<file path="src/rtl/bus_arbiter_pkg.sv">
// Shared widths, bus signal levels and arbiter state encoding for the system bus arbiter.
package bus_arbiter_pkg;

    localparam int BUS_ADDR_WIDTH = 16;
    localparam int BUS_DATA_WIDTH = 16;

    localparam logic ENABLE_  = 1'b0;
    localparam logic DISABLE_ = 1'b1;
    localparam logic READ     = 1'b1;
    localparam logic WRITE    = 1'b0;

    typedef enum logic [1:0] {
        ARB_IDLE    = 2'd0,
        ARB_OWNED   = 2'd1,
        ARB_RELEASE = 2'd2
    } arb_state_e;

endpackage

</file>
<file path="src/rtl/bus_arbiter_rr_pick.sv">
// Combinational round-robin picker: first active request after index 'last', wrapping to 0.
module bus_arbiter_rr_pick #(
    parameter int N     = 4,
    parameter int IDX_W = $clog2(N)
) (
    input  logic [N-1:0]     req,
    input  logic [IDX_W-1:0] last,
    output logic             valid,
    output logic [IDX_W-1:0] winner
);

    always_comb begin
        int cand;
        cand   = 0;
        valid  = 1'b0;
        winner = '0;
        for (int i = 1; i <= N; i++) begin
            cand = int'(last) + i;
            if (cand >= N) cand = cand - N;
            if (!valid && req[IDX_W'(cand)]) begin
                valid  = 1'b1;
                winner = IDX_W'(cand);
            end
        end
    end

endmodule

</file>
<file path="src/rtl/bus_arbiter.sv">
// Round-robin owner arbitration for the shared system bus, with owner mux, ready routing
// and abort of strobes a slave leaves unanswered for TIMEOUT cycles.
//
//   state       | meaning
//   ARB_IDLE    | bus free; pick next requester after last owner
//   ARB_OWNED   | owner's grant low; owner's signals muxed onto the bus
//   ARB_RELEASE | one dead cycle; last-granted pointer takes the old owner
module bus_arbiter
    import bus_arbiter_pkg::*;
#(
    parameter int NUM_MASTERS = 4,
    parameter int TIMEOUT     = 16,
    parameter int IDX_W       = $clog2(NUM_MASTERS)
) (
    input  logic                                 clk,
    input  logic                                 rst,
    input  logic [NUM_MASTERS-1:0]               m_req_,
    output logic [NUM_MASTERS-1:0]               m_gnt_,
    input  logic [NUM_MASTERS*BUS_ADDR_WIDTH-1:0] m_addr,
    input  logic [NUM_MASTERS-1:0]               m_as_,
    input  logic [NUM_MASTERS-1:0]               m_rw,
    input  logic [NUM_MASTERS*BUS_DATA_WIDTH-1:0] m_wr_data,
    output logic [NUM_MASTERS-1:0]               m_rdy_,
    output logic [NUM_MASTERS-1:0]               m_err_,
    output logic [BUS_ADDR_WIDTH-1:0]            bus_addr,
    output logic                                 bus_as_,
    output logic                                 bus_rw,
    output logic [BUS_DATA_WIDTH-1:0]            bus_wr_data,
    input  logic                                 bus_rdy_
);

    localparam int CNT_W = (TIMEOUT > 2) ? $clog2(TIMEOUT) : 1;
    localparam logic [CNT_W-1:0] CNT_LAST = CNT_W'(TIMEOUT - 1);

    arb_state_e state_q, state_d;
    logic [IDX_W-1:0] owner_q, owner_d;
    logic [IDX_W-1:0] last_q, last_d;
    logic [IDX_W-1:0] pick_idx;
    logic             pick_valid;
    logic [NUM_MASTERS-1:0] gnt_d;
    logic [CNT_W-1:0] cnt_q, cnt_d;
    logic             err_q;
    logic             abort_q, abort_d;
    logic             owned, as_eff_, busy, fire;

    logic [BUS_ADDR_WIDTH-1:0] addr_arr [NUM_MASTERS];
    logic [BUS_DATA_WIDTH-1:0] data_arr [NUM_MASTERS];

    for (genvar g = 0; g < NUM_MASTERS; g++) begin : g_unpack
        assign addr_arr[g] = m_addr[g*BUS_ADDR_WIDTH +: BUS_ADDR_WIDTH];
        assign data_arr[g] = m_wr_data[g*BUS_DATA_WIDTH +: BUS_DATA_WIDTH];
    end

    bus_arbiter_rr_pick #(
        .N     (NUM_MASTERS),
        .IDX_W (IDX_W)
    ) u_pick (
        .req    (~m_req_),
        .last   (last_q),
        .valid  (pick_valid),
        .winner (pick_idx)
    );

    // A forced abort keeps the strobe masked until the owner lifts its own m_as_.
    assign owned   = (state_q == ARB_OWNED);
    assign as_eff_ = !owned || m_as_[owner_q] || abort_q;
    assign busy    = !as_eff_ && bus_rdy_;
    assign fire    = busy && (cnt_q == CNT_LAST);

    always_comb begin
        state_d = state_q;
        owner_d = owner_q;
        last_d  = last_q;
        case (state_q)
            ARB_IDLE: begin
                if (pick_valid) begin
                    owner_d = pick_idx;
                    state_d = ARB_OWNED;
                end
            end
            ARB_OWNED: begin
                if (m_req_[owner_q] && !busy) state_d = ARB_RELEASE;
            end
            ARB_RELEASE: begin
                last_d  = owner_q;
                state_d = ARB_IDLE;
            end
            default: state_d = ARB_IDLE;
        endcase

        gnt_d = {NUM_MASTERS{DISABLE_}};
        if (state_d == ARB_OWNED) gnt_d[owner_d] = ENABLE_;

        if (fire)      cnt_d = '0;
        else if (busy) cnt_d = cnt_q + 1'b1;
        else           cnt_d = '0;

        if (!owned)              abort_d = 1'b0;
        else if (fire)           abort_d = 1'b1;
        else if (m_as_[owner_q]) abort_d = 1'b0;
        else                     abort_d = abort_q;
    end

    always_comb begin
        bus_addr    = '0;
        bus_wr_data = '0;
        bus_rw      = READ;
        bus_as_     = DISABLE_;
        m_rdy_      = {NUM_MASTERS{DISABLE_}};
        m_err_      = {NUM_MASTERS{DISABLE_}};
        if (owned) begin
            bus_addr        = addr_arr[owner_q];
            bus_wr_data     = data_arr[owner_q];
            bus_rw          = m_rw[owner_q];
            bus_as_         = as_eff_;
            m_rdy_[owner_q] = bus_rdy_;
            if (err_q) m_err_[owner_q] = ENABLE_;
        end
    end

    always_ff @(posedge clk) begin
        if (rst) begin
            state_q <= ARB_IDLE;
            owner_q <= '0;
            last_q  <= IDX_W'(NUM_MASTERS - 1);
            m_gnt_  <= {NUM_MASTERS{DISABLE_}};
            cnt_q   <= '0;
            err_q   <= 1'b0;
            abort_q <= 1'b0;
        end else begin
            state_q <= state_d;
            owner_q <= owner_d;
            last_q  <= last_d;
            m_gnt_  <= gnt_d;
            cnt_q   <= cnt_d;
            err_q   <= fire;
            abort_q <= abort_d;
        end
    end

    a_single_grant: assert property (@(posedge clk) disable iff (rst) $onehot0(~m_gnt_));

endmodule

</file>
<file path="config.mk">
export PLATFORM = sky130hd
export DESIGN_NAME = bus_arbiter
export DESIGN_NICKNAME = d
export VERILOG_FILES = /design/src/rtl/bus_arbiter_pkg.sv /design/src/rtl/bus_arbiter_rr_pick.sv /design/src/rtl/bus_arbiter.sv
export SDC_FILE = /design/constraint.sdc
export NUM_CORES = 1
export LEC_CHECK = 0
export ABC_AREA = 1
export CELL_PAD_IN_SITES_DETAIL_PLACEMENT = 1
export CELL_PAD_IN_SITES_GLOBAL_PLACEMENT = 2
export CORE_ASPECT_RATIO = 1.5
export CORE_MARGIN = 2
export CORE_UTILIZATION = 13
export CTS_CLUSTER_SIZE = 40
export DETAILED_ROUTE_END_ITERATION = 6
export PLACE_DENSITY_LB_ADDON = 0.1
export SYNTH_ARGS = -nofsm -noshare
export SYNTH_HDL_FRONTEND = slang
export SYNTH_SLANG_ARGS = --single-unit
export TNS_END_PERCENT = 30
</file>
<file path="constraint.sdc">
create_clock -name clk -period 2.41 [get_ports clk]
set_input_delay 0.241 -clock clk [delete_from_list [all_inputs] [get_ports clk]]
set_output_delay 0.241 -clock clk [all_outputs]
set_load 0.02 [all_outputs]
</file>
==> metrics.md <==
| Metric | Value |
|---|---|
| Area Overhead vs Synth | `125%` |
| Worst r2r path cells | `11` |
| Initial Util | `13.3%` |
| YS warnings | `0` |
| Synth area leaders | `a22oi_1, dfxtp_1, nand2_1` |
| Syn Std Cell Area | `1790 µm²` |
| Drt drc | `0` |
| CTS tree | `done` |
| Die Y-Extent | `148 µm` |
| Setup Skew | `2.43 ps` |
| Outcome | `completed` |
| Initial antenna violation count | `1` |
| Port Buffer Count | `188` |
| Worst-Margin Slew | `420 ps` |
| Data required, critical path | `2170 ps` |
| Core region area | `13500 µm²` |
| Pin count of the biggest net entering global routing | `37` |
| Total detailed-routing wirelength | `11600 µm` |
| GR peak layer | `met2` |
| Hold Crit Depth | `1` |
| Power Dens Cells | `796 nW/µm²` |
| Die width | `99.7 µm` |
| Fin. max-slew vios | `0` |
| Fraction of layout cells with a size suffix above 1 | `10.1%` |
| Final hold violation count | `0` |
| Max FO, Critical Path | `14` |
| Sink Count | `16` |
| Site Rows | `52` |
| DR WL/cell | `18.4 µm` |
| Crit path DAT | `2070 ps` |
| Met3 usage in global routing | `4.30%` |
| Final setup TNS | `0 ps` |
| GRT met2 Usage | `29.6%` |
| Critical Path End Type | `output port` |
| Max Cap Violations | `0` |
| DRT iter0 DRCs | `52` |
| Synthesized flop and latch total | `16` |
| RSZ-0062 raised after global routing | `no` |
| First-pass GRT wire length | `17500 µm` |
| Worst R2R Start | `last_q[0]$_SDFFE_PP1N_` |
| Die Area | `14700 µm²` |
| CTS Buffer Depth | `2` |
| Final Cell Area | `4020 µm²` |
| Max_slew headroom | `71.9%` |
| Hold Path Sink | `cnt_q[0]$_SDFF_PP0_` |
| Max rail drop VDD | `0.227 mV` |
| Hold path start | `cnt_q[0]$_SDFF_PP0_` |
| Gr usage total | `15.3%` |
| Synth area leader | `a22oi_1` |
| WS Path Type | `flop to output port` |
| Synth top cells by count | `a22oi_1, nand2_1, a21oi_1` |
| Setup violations, final | `0` |
| Drt pass-1 iters | `4` |
| Layout net count | `609` |
| Clock slew seen by the registers of the worst setup and hold paths | `50 ps` |
| Post-CTS Hold Fix Bufs | `0` |
| Count leader, synth | `a22oi_1` |
| Latest clock arrival within the worst-skew pair | `240 ps` |
| CTS Buf Count | `3` |
| Final Cycle Share | `95.9%` |
| Synth async-reset ratio | `0%` |
| Post-synth EDFFs | `0` |
| Distinct cell type count after synthesis | `27` |
| H-tree depth | `1` |
| IO Pins | `189` |
| Total grt overflow | `0` |
| Vias in the first global route | `3234` |
| Routed via count | `2827` |
| Worst Setup Start Kind | `flop` |
| Met1 usage | `15.7%` |
| Leakage power | `1.54 nW` |
| Reg-to-reg slack, setup | `700 ps` |
| Placed cell areas | `3920 µm²` |
| Drt via density | `4.50` |
| Area share of the largest cell type after synthesis | `27.8%` |
| Clock root cell | `clkbuf_16` |
| Syn Nets | `424` |
| Syn Inst Count | `280` |
| Reg-to-Reg End | `m_gnt_[2]$_SDFF_PP1_` |
| Final HPWL DP | `9700 µm` |
| Fmax | `433 MHz` |
| Post-route ant nets | `0` |
| Finished Core Util | `29.9%` |
| Avg Cell Area, Syn | `6.38 µm²` |
| Post-synth top flop | `dfxtp_1` |
| Worst Hold Class | `flop to flop` |
| Post-layout min period | `2310 ps` |
| Sequential share of the synthesized area | `17.9%` |
| Routability congestion estimate | `0.773` |
==> repair_timing <==
item,in CTS,in global routing
gates resized for setup,1,5
setup buffers,0,0
endpoints found under the setup margin,1,28
hold endpoints to repair,0,0
==> sequential cells by signal, indices dropped and copies added (netlist names) <==
signal and flops:
abort_q 1, cnt_q 4, err_q 1, last_q 2, m_gnt_ 4, owner_q 2, state_q 2
==> per-stage QoR <==
step	setup WS [ps]	power, mW	cells	hold slack, ps
global placement	270	2.91	622	429
floorplan	721	1.67	280	313
CTS	10.1	3.27	626	448
finish	99.6	3.20	628	447
global route	0.846	3.46	627	487
detailed placement	275	2.91	622	441
==> layout make-up <==
type / count / area [µm²]
flip-flops and latches: 16 / 322
inverters: 19 / 71.3
clock buffers: 4 / 88.8
multi-input cells: 228 / 1310
fillers: 1624 / 9440
repair buffers: 197 / 2020
diodes: 2 / 5.00
well taps: 162 / 203
==> per-layer routing <==
layer / vias up / wire, µm
met4: 0 / 245
met2: 121 / 6350
met1: 1315 / 4080
li1: 1378 / -
met3: 13 / 886
met5: - / 0
==> layout by cell type, fill, tap and decap left out <==
cell             count
clkdlybuf4s50_1    184
a21oi_2              3
nand3_1             14
o21ai_0              1
nor2_4               1
nor2_2               1
nand2_2             17
nand4_1              4
clkbuf_8             1
a22oi_1             66
nor2_1              17
ha_1                 1
diode_2              2
nand4_4              1
buf_4                3
dfxtp_1             15
buf_12               5
nand3_2              2
inv_2                7
dlygate4sd2_1        1
nand3b_4             1
a21oi_1             34
dfxtp_2              1
clkbuf_16            3
nand2_1             60
xor2_1               1
nor3_1               1
o21ai_1              1
buf_6                1
or2_1                1
inv_1               12
dlymetal6s2s_1       3
o221ai_1             1
==> worst max-delay path: stages (launching register included) <==
cell	delay, ps
dfxtp_1	340
inv_2	120
nand2_1	90
inv_2	210
buf_12	180
a22oi_1	70
a21oi_1	150
clkdlybuf4s50_1	660
==> power by group <==
| group | switching, mW | total (mW) | internal, mW |
|---|---|---|---|
| Clock | 0.101 | 0.353 | 0.252 |
| Sequential | 0.0434 | 0.359 | 0.316 |
| Combinational | 1.39 | 2.49 | 1.10 |
==> cell families (layout without fill, tap and decap cells) <==
logic type / after synthesis / in the layout / share of synthesized area (%)
xor gates and xnor gates: 1 / 1 / 0.491
and+or+nand+nor: 120 / 120 / 32.5
buffers and inverters: 36 / 220 / 8.55
other: 0 / 2 / 0
DFF: 16 / 16 / 17.9
AOI/OAI and AO/OA: 106 / 106 / 39.8
adders and majority gates: 1 / 1 / 0.701
==> how the worst max path moves through the flow <==
stage	slack, ps	depth (start not counted)	startpoint	end
3_5_place_dp	270	6	owner_q[1]$_SDFF_PP0_	bus_wr_data[9]
3_3_place_gp	270	6	owner_q[1]$_SDFF_PP0_	bus_wr_data[9]
6_report	100	7	owner_q[0]$_SDFF_PP0_	bus_addr[0]
4_1_cts	10	6	owner_q[1]$_SDFF_PP0_	bus_wr_data[6]
2_1_floorplan	720	5	owner_q[1]$_SDFF_PP0_	bus_wr_data[2]
5_1_grt	0.8	6	state_q[0]$_SDFF_PP0_	bus_wr_data[11]
No activity file was read; power rests on OpenSTA's default activity.
